===== config.mk =====
export PLATFORM = sky130hd
export DESIGN_NAME = dmem_arbiter
export DESIGN_NICKNAME = d
export VERILOG_FILES = /design/src/rtl/dmem_arb_pkg.sv /design/src/rtl/dmem_arb_rr.sv /design/src/rtl/dmem_arbiter.sv
export SDC_FILE = /design/constraint.sdc
export NUM_CORES = 1
export LEC_CHECK = 0
export ABC_AREA = 1
export CORE_AREA = 2 2 101 103
export CTS_CLUSTER_SIZE = 16
export DETAILED_ROUTE_END_ITERATION = 6
export DIE_AREA = 0 0 103 105
export HOLD_SLACK_MARGIN = 0.03
export PLACE_DENSITY_LB_ADDON = 0.12
export RECOVER_POWER = 25
export SLEW_MARGIN = 20
export SYNTH_ARGS = -nofsm -noshare
export SYNTH_HDL_FRONTEND = slang
export SYNTH_HIERARCHICAL = 1
export SYNTH_SLANG_ARGS = --single-unit

===== constraint.sdc =====
create_clock -name clk -period 1.6 [get_ports clk]
set_input_delay 0.4 -clock clk [delete_from_list [all_inputs] [get_ports clk]]
set_output_delay 0.4 -clock clk [all_outputs]
set_load 0.02 [all_outputs]

===== src/rtl/dmem_arb_pkg.sv =====
// Shared constants and helpers for the data-memory arbiter.
// Latency: n/a (types, constants and functions only).
// Backpressure: n/a.
package dmem_arb_pkg;

    localparam int AW_DEF = 8;
    localparam int DW_DEF = 32;
    localparam int CW_DEF = 16;

    // Requester indices: CPU load/store unit and debug/DMA port
    localparam logic PORT_CPU = 1'b0;
    localparam logic PORT_DBG = 1'b1;

    // All-ones value of a cw-bit counter, where the statistics counters stop
    function automatic logic [63:0] cnt_sat_max(input int unsigned cw);
        if (cw >= 64) begin
            return '1;
        end
        return (64'd1 << cw) - 64'd1;
    endfunction

endpackage


===== src/rtl/dmem_arb_rr.sv =====
// Two-way round-robin pick with lock override; one-hot (or zero) grant vector.
// Latency: purely combinational, same-cycle grant.
// Backpressure: a locked owner masks the other port; the losing requester simply sees gnt=0.
module dmem_arb_rr (
    input  logic [1:0] req_i,
    input  logic       last_i,
    input  logic       lock_i,
    input  logic       owner_i,
    output logic [1:0] gnt_o
);

    // While locked only the owner may win; otherwise a tie goes to the port not served last
    always_comb begin
        gnt_o = 2'b00;
        if (lock_i) begin
            if (owner_i) begin
                gnt_o[1] = req_i[1];
            end else begin
                gnt_o[0] = req_i[0];
            end
        end else if (req_i == 2'b11) begin
            gnt_o = last_i ? 2'b01 : 2'b10;
        end else begin
            gnt_o = req_i;
        end
    end

endmodule


===== src/rtl/dmem_arbiter.sv =====
// Arbitrates CPU (port 0) and debug/DMA (port 1) onto a single-port synchronous dmem.
// Latency: grant and mem command are combinational; read data returns with rvalid one cycle later.
// Backpressure: losing or locked-out requester holds its request until gnt; optional DMEM_ARB_STATS_EN adds grant counters.
module dmem_arbiter
    import dmem_arb_pkg::*;
#(
    parameter int AW = AW_DEF,
    parameter int DW = DW_DEF,
    parameter int CW = CW_DEF
) (
    input  logic          clk,
    input  logic          rst_n,

    input  logic          p0_req_i,
    input  logic          p0_we_i,
    input  logic          p0_lock_i,
    input  logic [AW-1:0] p0_addr_i,
    input  logic [DW-1:0] p0_wdata_i,
    output logic          p0_gnt_o,
    output logic          p0_rvalid_o,
    output logic [DW-1:0] p0_rdata_o,

    input  logic          p1_req_i,
    input  logic          p1_we_i,
    input  logic          p1_lock_i,
    input  logic [AW-1:0] p1_addr_i,
    input  logic [DW-1:0] p1_wdata_i,
    output logic          p1_gnt_o,
    output logic          p1_rvalid_o,
    output logic [DW-1:0] p1_rdata_o,

    output logic          mem_read_o,
    output logic          mem_write_o,
    output logic [AW-1:0] mem_addr_o,
    output logic [DW-1:0] mem_wdata_o,
    input  logic [DW-1:0] mem_rdata_i,

    output logic [CW-1:0] p0_cnt_o,
    output logic [CW-1:0] p1_cnt_o
);

    logic [1:0] req;
    logic [1:0] gnt;
    logic       gnt_any;
    logic       sel;
    logic       sel_we;
    logic       sel_lock;

    logic last_q, last_d;
    logic lock_q, lock_d;
    logic owner_q, owner_d;
    logic rd_pend_q, rd_pend_d;
    logic rd_src_q, rd_src_d;

    assign req = {p1_req_i, p0_req_i};

    dmem_arb_rr u_rr (
        .req_i   (req),
        .last_i  (last_q),
        .lock_i  (lock_q),
        .owner_i (owner_q),
        .gnt_o   (gnt)
    );

    assign p0_gnt_o = gnt[0];
    assign p1_gnt_o = gnt[1];
    assign gnt_any  = |gnt;
    // gnt is one-hot, so bit 1 alone identifies the winner
    assign sel      = gnt[1];

    // Steer the winning port onto the memory; everything idles at zero without a grant
    always_comb begin
        mem_read_o  = 1'b0;
        mem_write_o = 1'b0;
        mem_addr_o  = '0;
        mem_wdata_o = '0;
        sel_we      = 1'b0;
        sel_lock    = 1'b0;
        if (gnt[0]) begin
            sel_we      = p0_we_i;
            sel_lock    = p0_lock_i;
            mem_write_o = p0_we_i;
            mem_read_o  = ~p0_we_i;
            mem_addr_o  = p0_addr_i;
            mem_wdata_o = p0_wdata_i;
        end else if (gnt[1]) begin
            sel_we      = p1_we_i;
            sel_lock    = p1_lock_i;
            mem_write_o = p1_we_i;
            mem_read_o  = ~p1_we_i;
            mem_addr_o  = p1_addr_i;
            mem_wdata_o = p1_wdata_i;
        end
    end

    // Next-state for fairness pointer, lock ownership and the pending read return
    always_comb begin
        last_d    = last_q;
        lock_d    = lock_q;
        owner_d   = owner_q;
        rd_pend_d = gnt_any & ~sel_we;
        rd_src_d  = rd_src_q;
        if (gnt_any) begin
            last_d   = sel;
            rd_src_d = sel;
        end
        // An owner that stops requesting abandons the lock, even mid-sequence
        if (lock_q && !req[owner_q]) begin
            lock_d = 1'b0;
        end else if (gnt_any) begin
            lock_d = sel_lock;
            if (sel_lock) begin
                owner_d = sel;
            end
        end
    end

    // Arbiter state; reset hands the first tie to the CPU port
    always_ff @(posedge clk or negedge rst_n) begin
        if (!rst_n) begin
            last_q    <= PORT_DBG;
            lock_q    <= 1'b0;
            owner_q   <= PORT_CPU;
            rd_pend_q <= 1'b0;
            rd_src_q  <= PORT_CPU;
        end else begin
            last_q    <= last_d;
            lock_q    <= lock_d;
            owner_q   <= owner_d;
            rd_pend_q <= rd_pend_d;
            rd_src_q  <= rd_src_d;
        end
    end

    // dmem already registers its read, so data is passed straight through and qualified by rvalid
    assign p0_rvalid_o = rd_pend_q & (rd_src_q == PORT_CPU);
    assign p1_rvalid_o = rd_pend_q & (rd_src_q == PORT_DBG);
    assign p0_rdata_o  = mem_rdata_i;
    assign p1_rdata_o  = mem_rdata_i;

`ifdef DMEM_ARB_STATS_EN
    localparam logic [CW-1:0] CNT_MAX = CW'(cnt_sat_max(CW));

    logic [CW-1:0] p0_cnt_q, p0_cnt_d;
    logic [CW-1:0] p1_cnt_q, p1_cnt_d;

    // Per-port grant counts, holding at all-ones instead of wrapping
    always_comb begin
        p0_cnt_d = p0_cnt_q;
        p1_cnt_d = p1_cnt_q;
        if (gnt[0] && (p0_cnt_q != CNT_MAX)) begin
            p0_cnt_d = p0_cnt_q + CW'(1);
        end
        if (gnt[1] && (p1_cnt_q != CNT_MAX)) begin
            p1_cnt_d = p1_cnt_q + CW'(1);
        end
    end

    // Counters clear only on reset
    always_ff @(posedge clk or negedge rst_n) begin
        if (!rst_n) begin
            p0_cnt_q <= '0;
            p1_cnt_q <= '0;
        end else begin
            p0_cnt_q <= p0_cnt_d;
            p1_cnt_q <= p1_cnt_d;
        end
    end

    assign p0_cnt_o = p0_cnt_q;
    assign p1_cnt_o = p1_cnt_q;
`else
    assign p0_cnt_o = '0;
    assign p1_cnt_o = '0;
`endif

endmodule


After elaboration in Yosys (flattened, before gate mapping)
Index checks and enable logic that the tools add are counted.

Bits in registers: 5. Latch bits: 0. Memory bits (writable): 0. ROM bits: 0. Output and inout bits: 142. Word-level logic and storage cells: 39. Memories: 0.

Add/subtract/negate cells: 0. $mul: 0. Div/mod/pow operators: 0. $lt $le $gt $ge: 1. Equality and inequality tests: 1. Shift operators: 0. Muxes and demuxes: 19. Bitwise operators: 8. Reductions and logical operators: 5.

Operator list (number): 32-bit 2-to-1 mux (2); 8-bit 2-to-1 mux (2); 1-bit 2-to-1 mux (12); 2-bit 2-to-1 mux (3); 1-bit inverter (5); 1-bit bitwise AND (3); 3-bit AND reduction (1); 2-bit == test (second input constant) (1); 1-bit by 2-bit < comparator with 1-bit output (second input constant) (1); 2-bit nonzero test (1); 2-bit OR reduction (1); 1-bit logical AND (1); 1-bit logical NOT (1).

Longest topological paths before layout
Gate-level depths: netlist of the first run.

Depth in word-level cells: 7. Depth in mapped cells: 11. Mapped depth without buffers: 10.

Cells and area by module
The synthesis of the first run kept the hierarchy.

By module, submodules not included: dmem_arbiter (times used 1, cells each 265, area each 1600.3 sq um, seq. area each 126.4 sq um); dmem_arb_rr (times used 1, cells each 10, area each 40.0 sq um, seq. area each 0.0 sq um).

Worst setup path after synthesis of the first run
OpenSTA, ideal clock, no wires.

Path type: register -> output. Start: register last_q. End: output mem_read_o. Arrival: 1.700 ns. Setup slack: -0.500 ns. Stages on the path, launching flop included: 8. Buffers on the path: 1. Path through: dfstp_2 nor2_1 nor2_1 buf_6 inv_8 nand3_1 nand2_1 nor2_1.

RTL lines: start: declaration (RTL line dmem_arbiter.sv:49) `logic last_q, last_d;`; start signal: assignment (RTL line dmem_arbiter.sv:127) `last_q <= last_d;`; 2-bit 2-to-1 mux (RTL line dmem_arb_rr.sv:22) `gnt_o = last_i ? 2'b01 : 2'b10;`; 2-bit 2-to-1 mux (RTL line dmem_arb_rr.sv:21) `end else if (req_i == 2'b11) begin`; 2-bit 2-to-1 mux (RTL line dmem_arb_rr.sv:15) `if (lock_i) begin`; via p0_gnt_o (RTL line dmem_arbiter.sv:19) `output logic p0_gnt_o,`; 1-bit 2-to-1 mux (RTL line dmem_arbiter.sv:79) `if (gnt[0]) begin`; end: declaration (RTL line dmem_arbiter.sv:32) `output logic mem_read_o,`.

The timed path passes the listed nets, and every way through them passes these cells.

Worst setup path in the final report of the first run
Start: register last_q. End: output mem_wdata_o[3].

Word-level cells in the longest chain between the ends: 5.

RTL lines: 2-bit 2-to-1 mux (*) (RTL line dmem_arb_rr.sv:22); 2-bit 2-to-1 mux (*) (RTL line dmem_arb_rr.sv:21); 2-bit 2-to-1 mux (*) (RTL line dmem_arb_rr.sv:15); 32-bit 2-to-1 mux (RTL line dmem_arbiter.sv:86) `end else if (gnt[1]) begin`; 32-bit 2-to-1 mux (*) (RTL line dmem_arbiter.sv:79); end: declaration (RTL line dmem_arbiter.sv:35) `output logic [DW-1:0] mem_wdata_o,`.

Mark *: on every way between the ends. The rest lies on a longest branch, timed or not.

==> results of run 1 <==
==> Yosys cell counts (all sizes together) <==
| cell | number |
|---|---|
| inv | 6 |
| clkbuf | 1 |
| nand2 | 100 |
| nor2 | 6 |
| buf | 109 |
| conb | 1 |
| dfrtp | 4 |
| nand3 | 47 |
| dfstp | 1 |
==> per-layer routing <==
metal | GRT usage | share of wire | up-vias
met5 | 0 | 0 | -
met4 | 0.0348 | 0.022 | 0
met3 | 0.0408 | 0.12 | 14
met2 | 0.188 | 0.50 | 127
met1 | 0.118 | 0.36 | 882
li1 | - | - | 953
==> sequential cells by signal (all words and copies together), names as in the netlist <==
signal and flops:
last_q 1, lock_q 1, owner_q 1, rd_pend_q 1
rd_src_q 1
==> power by group through the flow <==
stage | logic (mW) | registers [mW] | clock network, mW
after global routing | 4.23 | 0.259 | 0.246
after floorplan | 1.96 | 0.238 | 0
after detailed placement | 2.85 | 0.242 | 0
after CTS | 3.70 | 0.248 | 0.236
after global placement | 2.86 | 0.242 | 0
final | 3.96 | 0.250 | 0.228
==> metrics by stage <==
stage | power [mW] | util | cells
global route | 4.74 | 0.389 | 520
detailed placement | 3.09 | 0.306 | 480
finish | 4.44 | 0.389 | 520
global placement | 3.10 | 0.306 | 480
CTS | 4.19 | 0.367 | 513
floorplan | 2.19 | - | 306
==> cells by family (layout without fill, tap and decap cells) <==
logic type	after synthesis	count (layout)	share of synthesized area
simple gates	153	153	0.392
buf+inv	116	197	0.529
flops	5	5	0.0770
other cells	1	32	0.00229
==> area by class of cell <==
| class | count | area, µm² | area share |
|---|---|---|---|
| sequential | 5 | 126 | 0.0337 |
| timing repair buffer | 187 | 2060 | 0.549 |
| multi-input combinational | 185 | 1320 | 0.352 |
| clock buffer | 4 | 45.0 | 0.0120 |
| tap | 133 | 166 | 0.0444 |
| inverter | 6 | 35.0 | 0.00934 |
==> what timing repair did <==
item	4_1_cts	5_1_grt
buffers inserted	28	5
pin swaps	8	12
setup endpoints to repair	50	47
gates resized for setup	307	30
cloned	2	2
==> critical path, delay by kind of cell (launching register included) <==
| family | cells | cell delay, ns |
|---|---|---|
| flops | 1 | 0.57 |
| simple gates | 4 | 0.28 |
| buf+inv | 5 | 0.59 |
==> path summary, 6_finish.rpt <==
kind,from,endpoint,slack [ns],cells past startpoint
max,last_q,mem_wdata_o[3],-0.47,9
min reg2reg,rd_src_q,rd_src_q,0.50,2
min,rst_n,lock_q,0.48,1
min in group clk,rd_src_q,rd_src_q,0.50,2
max reg2reg,last_q,owner_q,-0.04,11
max in group asynchronous,rst_n,last_q,0.87,1
==> out/qor.txt, run 1 <==
Netlist Area Pre-Place: 1640 µm²
top cell type's share of synthesized area: 0.462
Setup Crit Path Kind: flop to output pin
Worst path most repeated cell: buf_12
clk buf depth: 2
DRC Markers: 0
Net Switching: 1.98 mW
Finished Cell Area: 3750 µm²
Hold WS: 0.477 ns
Max Cap Violations: 0
DIE AREA: 10800 µm²
largest net degree at the start of global routing: 17
Worst Path Required: 1.20 ns
commonest non-fill, non-tap cells in the layout: clkdlybuf4s50_1 (84), buf_6 (52), nand2_1 (42), nand2_2 (34), conb_1 (32)
syn avg cell area: 5.96 µm²
DIE WIDTH: 103 µm
Final GP Congestion: 0.718
share of power burned in registers: 0.056
fin. max-slew vios: 0
most common cell after layout, fill and taps aside: clkdlybuf4s50_1
sequential area share after synthesis: 0.0770
# H-tree levels: 1
violated checks: setup timing
CP max stage delay: 0.57 ns
Worst path slowest cell: dfstp_2
cts-stage hold buffer count: 0
register clock-pin slew on the reported worst setup and hold paths: 0.04 ns
synth warn: 6
Clock power frac: 0.051
Root Buffer: clkbuf_8
Yosys cell types: 14
# port buffers: 133
Power Internal: 2.46 mW
vias per std cell: 3.80
Tot GR Track Use: 0.108
Max Freq: 483 MHz
Setup Viol. Count Final: 46
total gr overflow: 0
CTS tree: built
minimum clock period: 2.07 ns
RSZ-0062 raised after global routing: yes
combinational share of power: 0.892
leak pwr: 1.71 nW
worst-path fanout max: 7
Setup Skew: 0.00278 ns
Layout Nets: 508
clock sinks: 5
P per Cell Area: 1180 nW/µm²
top cells by area, synth: buf_4 (46%), nand2_1 (22%), nand3_1 (14%)
area leader, netlist: buf_4
FP Rows: 36
initial cell density of the core: 0.170
Post-DP HPWL: 4.60 mm
Syn Inst Count: 275
initial DRC count: 23
routed len/inst: 12.4 µm
number of diodes: 0
vias in the first global route: 1898
initial antenna violation count: 0
global-route wire length before repair: 9.33 mm
setup TNS: -17.30 ns
first drt pass iteration count: 4
Min-Delay Path Class: primary input to async pin
Num CTS Buffers: 3
routed vias: 1976
critical path arrival: 1.67 ns
endpoint class of the critical path: output pin
Final Cycle Share: 1.29
wirelength, routed: 6.45 mm
CP Cell Sequence: nor2_4 -> nor2_4 -> buf_12 -> buf_12 -> buf_12 -> buf_6 -> nand2_4 -> nand2_4 -> buf_6
pre-CTS setup slack: -1.13 ns
proportion of layout cells with a drive suffix above 1: 0.527
flops & latches, synth: 5
Hold Violations, Final: 0
# IOs: 262
clk_lat worst skew: 0.22 ns
CP Launch Type: flop
Sw Ratio: 0.446
Final WS setup: -0.472 ns
outcome: finished with violations
Worst VDD drop: 0.732 mV
fill count: 994
Layout area overhead: 129%
antenna-violating nets left: 0
core area: 9640 µm²
Placed Area: 2950 µm²
Chip Height: 105 µm
No activity file was read; power rests on OpenSTA's default activity.
==> inputs of run 2 (changes only) <==
CAP_MARGIN = 20   (was not set)
==> results of run 2 <==
No change in the layout: final DEF, timing and power equal those of run 1.
==> inputs of run 3 (changes only) <==
PLACE_DENSITY = 0.69   (was not set)
PLACE_DENSITY_LB_ADDON = not set   (was 0.12)
==> run 3 against run 2 <==
Net effect:
- design area shrank 3.8%
- non-clock buffer count shrank 26
- the flow still finishes with violations (setup timing)
- worst setup slack gained 0.038 ns
- final cell count shrank 5.0%
==> out/qor.txt, run 3 (same netlist as run 1, synthesis figures left out) <==
Max Cap Violations: 0 (unchanged)
P per Cell Area: 1180 nW/µm² (+0.19%)
CP max stage delay: 0.57 ns (about the same)
Num CTS Buffers: 3 (unchanged)
CP Cell Sequence: nor2_4 -> nor2_4 -> buf_6 -> inv_12 -> buf_12 -> nand3_4 -> nand2_4 -> nor2_4 -> buf_6
DIE AREA: 10800 µm² (unchanged)
Net Switching: 2.07 mW (+4.5%)
total gr overflow: 0 (unchanged)
Max Freq: 492 MHz (+1.8%)
number of diodes: 0 (unchanged)
initial antenna violation count: 0 (unchanged)
setup TNS: -15.44 ns (+1.86 ns)
Post-DP HPWL: 4.56 mm (-0.82%)
# H-tree levels: 1 (unchanged)
initial cell density of the core: 0.170 (unchanged)
Tot GR Track Use: 0.112 (+0.00376)
violated checks: setup timing
Root Buffer: clkbuf_8
Final WS setup: -0.434 ns (+0.0375 ns)
critical path arrival: 1.63 ns (-0.04 ns)
pre-CTS setup slack: -1.14 ns (-0.0103 ns)
register area: 126 µm² (unchanged)
Clock power frac: 0.053 (+0.002)
Worst Path Required: 1.20 ns (about the same)
largest net degree at the start of global routing: 27 (+10)
Sw Ratio: 0.484 (+0.0375)
clock sinks: 5 (unchanged)
FP Rows: 36 (unchanged)
Setup Skew: 0.00192 ns (-0.000861 ns)
RSZ-0062 raised after global routing: yes
DRC Markers: 0 (unchanged)
DIE WIDTH: 103 µm (unchanged)
CTS tree: built
Worst VDD drop: 0.459 mV (-37%)
Setup Crit Path Kind: flop to output pin
Placed Area: 2940 µm² (-0.59%)
routed vias: 1918 (-2.9%)
vias in the first global route: 1932 (+1.8%)
share of power burned in registers: 0.059 (+0.003)
Chip Height: 105 µm (unchanged)
wirelength, routed: 6.81 mm (+5.5%)
antenna-violating nets left: 0 (unchanged)
Hold Violations, Final: 0 (unchanged)
Finished Cell Area: 3610 µm² (-3.8%)
footprint of the multi-input gates: 1410 µm² (+7.1%)
most common cell after layout, fill and taps aside: clkdlybuf4s50_1
Power Internal: 2.21 mW (-10%)
Layout Nets: 482 (-5.1%)
# IOs: 262 (unchanged)
Worst path slowest cell: dfstp_2
fin. max-slew vios: 0 (unchanged)
Hold WS: 0.481 ns (+0.00387 ns)
initial DRC count: 28 (+22%)
cts-stage hold buffer count: 0 (unchanged)
Worst path most repeated cell: nor2_4
CP Launch Type: flop
fill count: 985 (-0.91%)
first drt pass iteration count: 4 (unchanged)
clk buf depth: 2 (unchanged)
Layout area overhead: 120%
leak pwr: 1.56 nW (-9.0%)
Final GP Congestion: 0.721 (+0.42%)
core area: 9640 µm² (unchanged)
vias per std cell: 3.88 (+2.2%)
Final Cycle Share: 1.27 (-0.0234)
endpoint class of the critical path: output pin
commonest non-fill, non-tap cells in the layout: clkdlybuf4s50_1 (84), nand2_1 (40), buf_6 (40), nand2_2 (39), conb_1 (32)
combinational share of power: 0.888 (-0.004)
global-route wire length before repair: 9.52 mm (+2.0%)
# port buffers: 133 (unchanged)
Setup Viol. Count Final: 44 (-4.3%)
worst-path fanout max: 7 (unchanged)
routed len/inst: 13.8 µm (+11%)
register clock-pin slew on the reported worst setup and hold paths: 0.04 ns (about the same)
outcome: finished with violations
Min-Delay Path Class: primary input to async pin
clk_lat worst skew: 0.22 ns (about the same)
Pwr Total: 4.28 mW (-3.6%)
minimum clock period: 2.03 ns (-0.0375 ns)
proportion of layout cells with a drive suffix above 1: 0.499 (-0.0285)
run 3: cell count changes in the layout (fill, tap and decap cells not counted), moves of 2 or more:
cell	previous run	this run
buf_4	27	14
nand3_4	11	24
buf_6	52	40
nand3_2	26	14
nand2_2	34	39
nand2_4	24	20
buf_12	12	9
buf_16	1	3
nand2_1	42	40
run 3: worst paths after layout:
| check | from | to | slack (ns) | cells past startpoint |
|---|---|---|---|---|
| setup / recovery | last_q | mem_read_o | -0.43 | 9 |
| hold / removal | rst_n | lock_q | 0.48 | 1 |
| setup reg to reg | lock_q | owner_q | 0.01 | 13 |
| hold reg to reg | rd_src_q | rd_src_q | 0.49 | 2 |
| max in group asynchronous | rst_n | last_q | 0.86 | 1 |
| min in group clk | rd_src_q | rd_src_q | 0.49 | 2 |
run 3: power groups by stage:
| stage | logic, mW | clock network, mW | registers (mW) |
|---|---|---|---|
| 2_1_floorplan | 1.96 | 0 | 0.238 |
| 3_3_place_gp | 2.80 | 0 | 0.239 |
| 3_5_place_dp | 2.83 | 0 | 0.244 |
| 4_1_cts | 3.53 | 0.234 | 0.252 |
| 5_1_grt | 4.02 | 0.247 | 0.261 |
| 6_report | 3.80 | 0.228 | 0.252 |
run 3: stage by stage:
stage,std cells,util
6_report,494,0.374
5_1_grt,494,0.374
4_1_cts,492,0.352
3_5_place_dp,476,0.305
3_3_place_gp,476,0.305
2_1_floorplan,306,-
run 3: what timing repair did:
item | in CTS | in global routing
pin swaps | 19 | 15
gates resized for setup | 303 | 40
setup buffers | 8 | 0
endpoints found under the setup margin | 49 | 48
gates cloned | 5 | 4
run 3: final cells by class:
class                   instances  area share
multi-input cells             185       0.391
inverters                       6     0.00971
well taps                     133      0.0461
flip-flops and latches          5      0.0350
repair buffers                161       0.505
clock buffers                   4      0.0125
run 3: routing by layer:
layer	vias up	track usage	part of all wire	wire length [µm]
met5	-	0	0	0
met4	0	0.0301	0.018	121
met3	25	0.0301	0.085	578
met2	124	0.205	0.54	3690
met1	865	0.124	0.35	2410
li1	904	-	-	-
run 3: worst max-delay path, delay by kind of cell (launching register included):
kind | cells | cell delay [ns]
buf+inv | 4 | 0.44
simple gates | 5 | 0.40
flops | 1 | 0.57
